--- config.mk ---
export PLATFORM = sky130hd
export DESIGN_NAME = dcu
export DESIGN_NICKNAME = d
export VERILOG_FILES = /design/src/rtl/dcu.sv
export SDC_FILE = /design/constraint.sdc
export NUM_CORES = 1
export LEC_CHECK = 0
export ABC_AREA = 1
export CORE_AREA = 3 3 250 252
export DETAILED_ROUTE_END_ITERATION = 7
export DIE_AREA = 0 0 253 255
export PLACE_DENSITY = 0.55
export SETUP_SLACK_MARGIN = 0.05
export SLEW_MARGIN = 15
export SYNTH_ARGS = -nofsm -noshare
export SYNTH_HDL_FRONTEND = slang
export SYNTH_SLANG_ARGS = --single-unit
--- constraint.sdc ---
create_clock -name clk -period 1.4 [get_ports clk]
set_input_delay 0.28 -clock clk [delete_from_list [all_inputs] [get_ports clk]]
set_output_delay 0.28 -clock clk [all_outputs]
set_load 0.02 [all_outputs]
--- src/rtl/dcu.sv ---
// Decryption control unit: latches the block/key pair, requests key expansion, sequences inverse rounds 10..0.
// Latency: start_key_exp the cycle after accept; after key_expanded, 11 round cycles then a 1-cycle de_done pulse.
// Backpressure: start_op is accepted only in IDLE with ed_sel=0; requests while busy are dropped, never queued.
module dcu #(
   parameter int TIMEOUT = 64
) (
   input  logic         clk,
   input  logic         rst,
   input  logic         start_op,
   input  logic         ed_sel,
   input  logic         key_op,
   input  logic         key_expanded,
   input  logic [127:0] data_in,
   input  logic [127:0] key_in,
   input  logic [127:0] mk_key,
   output logic [127:0] d_data,
   output logic [127:0] d_key,
   output logic         start_key_exp,
   output logic         round_valid,
   output logic [3:0]   round_idx,
   output logic         busy,
   output logic         de_done,
   output logic         key_err
);

   // Counter is wide enough to hold TIMEOUT itself so the increment on the exit edge never wraps.
   localparam int            CW       = $clog2(TIMEOUT + 1);
   localparam logic [CW-1:0] CNT_LAST = CW'(TIMEOUT - 1);

   typedef enum logic [1:0] {
      IDLE    = 2'd0,
      KEY_EXP = 2'd1,
      ROUND   = 2'd2,
      DONE    = 2'd3
   } state_t;

   state_t         state_q, state_d;
   logic [127:0]   d_data_q, d_data_d;
   logic [127:0]   d_key_q, d_key_d;
   logic [3:0]     round_idx_q, round_idx_d;
   logic [CW-1:0]  cnt_q, cnt_d;
   logic           start_key_exp_q, start_key_exp_d;
   logic           round_valid_q, round_valid_d;
   logic           busy_q, busy_d;
   logic           de_done_q, de_done_d;
   logic           key_err_q, key_err_d;

   // Next-state and next-output logic; every output is computed for the state being entered.
   always_comb begin
      state_d         = state_q;
      d_data_d        = d_data_q;
      d_key_d         = d_key_q;
      round_idx_d     = round_idx_q;
      cnt_d           = cnt_q;
      start_key_exp_d = 1'b0;
      round_valid_d   = 1'b0;
      busy_d          = 1'b0;
      de_done_d       = 1'b0;
      key_err_d       = 1'b0;
      case (state_q)
         IDLE: begin
            if (start_op && !ed_sel) begin
               // Key unwrap runs the wrapped key through the datapath under the master key.
               d_data_d        = key_op ? key_in : data_in;
               d_key_d         = key_op ? mk_key : key_in;
               cnt_d           = '0;
               state_d         = KEY_EXP;
               start_key_exp_d = 1'b1;
               busy_d          = 1'b1;
            end
         end
         KEY_EXP: begin
            cnt_d  = cnt_q + CW'(1);
            busy_d = 1'b1;
            // A schedule arriving on the last allowed edge still wins over the timeout.
            if (key_expanded) begin
               state_d       = ROUND;
               round_idx_d   = 4'd10;
               round_valid_d = 1'b1;
            end else if (cnt_q == CNT_LAST) begin
               state_d   = IDLE;
               key_err_d = 1'b1;
               busy_d    = 1'b0;
            end else begin
               start_key_exp_d = 1'b1;
            end
         end
         ROUND: begin
            busy_d = 1'b1;
            if (round_idx_q == 4'd0) begin
               state_d   = DONE;
               de_done_d = 1'b1;
            end else begin
               round_idx_d   = round_idx_q - 4'd1;
               round_valid_d = 1'b1;
            end
         end
         DONE: begin
            state_d = IDLE;
         end
         default: begin
            state_d = IDLE;
         end
      endcase
   end

   // State and registered outputs; reset aborts any operation without a done or error pulse.
   always_ff @(posedge clk) begin
      if (rst) begin
         state_q         <= IDLE;
         d_data_q        <= '0;
         d_key_q         <= '0;
         round_idx_q     <= '0;
         cnt_q           <= '0;
         start_key_exp_q <= 1'b0;
         round_valid_q   <= 1'b0;
         busy_q          <= 1'b0;
         de_done_q       <= 1'b0;
         key_err_q       <= 1'b0;
      end else begin
         state_q         <= state_d;
         d_data_q        <= d_data_d;
         d_key_q         <= d_key_d;
         round_idx_q     <= round_idx_d;
         cnt_q           <= cnt_d;
         start_key_exp_q <= start_key_exp_d;
         round_valid_q   <= round_valid_d;
         busy_q          <= busy_d;
         de_done_q       <= de_done_d;
         key_err_q       <= key_err_d;
      end
   end

   assign d_data        = d_data_q;
   assign d_key         = d_key_q;
   assign start_key_exp = start_key_exp_q;
   assign round_valid   = round_valid_q;
   assign round_idx     = round_idx_q;
   assign busy          = busy_q;
   assign de_done       = de_done_q;
   assign key_err       = key_err_q;

endmodule
==> out/results.txt <==
Leakage: 9.01 nW
Drt pass-1 iters: 6
Final setup viols: 171
Final Non-Filler Cells: 2,761
Max IR drop VDD: 0.847 mV
Routed wire length: 51.6 mm
Crit share post-route: 1.07
Slew Viols, Final: 0
Switching Share: 0.342
Clock buffer count from CTS: 34
Vias after detailed routing: 12,000
Post-DRT Antenna Nets: 0
GRT Total Usage: 0.149
Average wire per standard cell: 18.7 um
Final min period: 1.50 ns
Syn nets: 1,666
Gate Count Post-Synth: 1,270
Layout Nets: 2,357
DRC Markers: 0
FMAX: 666 MHz
Int Power: 19.5 mW
Crit-path max FO: 22
First-pass GRT wire length: 74.2 mm
Flops & latches, synth: 274
Synth Area per Inst: 9.23 um^2
RSZ-0062 raised after global routing: yes
Failing checks: setup timing
Sequential share of power: 0.342
Input/output buffers: 654
Worst-Margin Slew: 0.329 ns
Die width: 253 um
GRT overflow: 0
Worst setup margin: -0.102 ns
Die height: 255 um
PD cells: 1440 nW/um^2
CTS tree: yes
I/O pins: 655
Status: finished with violations
Vias per std cell: 4.35
Post-Syn Area: 11,700 um^2
CP startpoint kind: flip-flop
Combinational share of power: 0.360
Vias in the first global route: 12,200
Maximum clock insertion buffer count: 3
Hold slack final: 0.370 ns
Clock sink count: 274
WP data arrival: 1.95 ns
Share of the yosys chip area belonging to registers: 0.468
Dpl cells: 2,696
FP Rows: 90
Hold crit path type: input pin to flip-flop
Placer Congestion: 0.833
Max_cap viols: 0
Htree depth: 2
DRT iter0 DRCs: 531
Root buffer cell: clkbuf_16
Hpwl dp: 39.4 mm
Worst setup EP type: flip-flop
Commonest non-fill, non-tap cells in the layout: clkdlybuf4s50_1, mux2i_1, a21oi_1, dfxtp_1, o21ai_1
Hold buffers post-CTS: 0
Worst-path clk slew: 0.06 ns
Final hold vios: 0
Clk network pwr share: 0.298
Final Skew: 0.0176 ns
Die area: 64,500 um^2
Starting Density: 0.194
Share of layout cells above drive strength 1: 0.255
P&R area growth vs syn: 74.8%
Synth cell types: 22
Yosys warning total: 0
WP data required: 1.85 ns
Skew-Pair Late Insertion Delay: 0.52 ns
Most common cell after layout, fill and taps aside: clkdlybuf4s50_1
Initial antenna violation count: 0
Inserted Diodes: 0
Crit Path Category: flip-flop to flip-flop
Core ar.: 60,400 um^2
Relative slew slack: 0.775
Net Sw Power: 10.1 mW
Pin count of the biggest net entering global routing: 28
cell usage after synthesis:
| cell | count | area share |
|---|---|---|
| buf_1 | 3 | 0.00096 |
| nor3_1 | 2 | 0.00085 |
| a31oi_1 | 2 | 0.0011 |
| o21bai_1 | 1 | 0.00064 |
| ha_1 | 6 | 0.0064 |
| dfxtp_1 | 274 | 0.47 |
| or2_2 | 1 | 0.00053 |
| clkbuf_1 | 24 | 0.0077 |
| nand2_1 | 30 | 0.0096 |
| mux2i_1 | 256 | 0.22 |
| nand3_1 | 7 | 0.0030 |
| nand3_2 | 1 | 0.00085 |
| nand4_1 | 5 | 0.0027 |
| buf_4 | 4 | 0.0026 |
| o21ai_0 | 41 | 0.018 |
| inv_2 | 2 | 0.00064 |
| o21ai_1 | 227 | 0.097 |
| nor2_1 | 13 | 0.0042 |
| inv_1 | 19 | 0.0061 |
| a21oi_1 | 267 | 0.11 |
| buf_2 | 83 | 0.035 |
| buf_6 | 2 | 0.0019 |
repair_timing:
item	in CTS	in global routing
resized for setup	1342	38
setup buffers	4	0
gates cloned	7	0
endpoints found under the setup margin	535	382
pin swaps	5	1
kinds of logic (layout without fill, tap and decap cells):
group / count (synthesis) / after routing / share of synthesized area
compound gates: 538 / 538 / 0.230
simple gates: 59 / 59 / 0.0217
mux: 256 / 256 / 0.219
flops: 274 / 274 / 0.468
fa+ha+maj: 6 / 6 / 0.00640
buf+inv: 137 / 846 / 0.0553
registers in the layout (all words and copies together) (netlist names), named ones only:
name and count:
d_data 128, d_key 128, cnt_q 7, round_idx 4, busy 1, de_done 1, key_err 1, round_valid 1
start_key_exp 1, state_q 1
layer usage:
layer	global-route usage	vias to the layer above	part of all wire
met5	0	-	0
met4	0.0442	0	0.024
met3	0.0356	65	0.062
met2	0.266	376	0.50
met1	0.179	5579	0.41
li1	-	5986	-
critical path, stage by stage, from the launching register on:
cell	delay (ns)
dfxtp_2	0.33
inv_2	0.05
ha_4	0.17
nand3_4	0.06
buf_12	0.21
inv_16	0.10
buf_12	0.16
buf_16	0.15
a21oi_1	0.15
power groups by stage:
stage               sequential, mW  clock, mW  combinational [mW]
global placement              10.2          0                10.6
global route                  10.3       9.44                11.5
floorplan                     11.8          0                3.46
finish                        10.1       8.82                10.7
CTS                           10.1       9.13                10.7
detailed placement            10.2          0                10.7
layout make-up:
type,instances,area [um^2]
flip-flops and latches,274,5520
clock inverters,6,88.8
fillers,6199,39900
clock buffers,48,1030
well taps,782,978
multi-input cells,859,5770
repair buffers,768,6960
inverters,21,100
repair inverters,3,48.8
through the flow:
stage	instance area [um^2]	power, mW	util	setup TNS (ns)	setup slack (ns)
finish	20500	29.6	0.340	-7.19	-0.102
global route	20500	31.2	0.340	-26.78	-0.160
CTS	20400	29.9	0.338	-5.45	-0.0669
detailed placement	19700	20.9	0.327	-122.24	-0.559
global placement	19700	20.7	0.327	-106.68	-0.461
floorplan	11800	15.3	-	-0.0552	-0.0164
final timing paths:
path / startpoint / endpoint / slack [ns] / depth (start not counted)
worst min register to register: cnt_q[1] / cnt_q[1] / 0.50 / 2
worst min-delay path: key_op / d_key[93] / 0.37 / 4
worst max-delay path: state_q[0] / d_key[98] / -0.10 / 8
worst max register to register: state_q[0] / d_key[98] / -0.10 / 8
(Power assumes the default switching activity.)
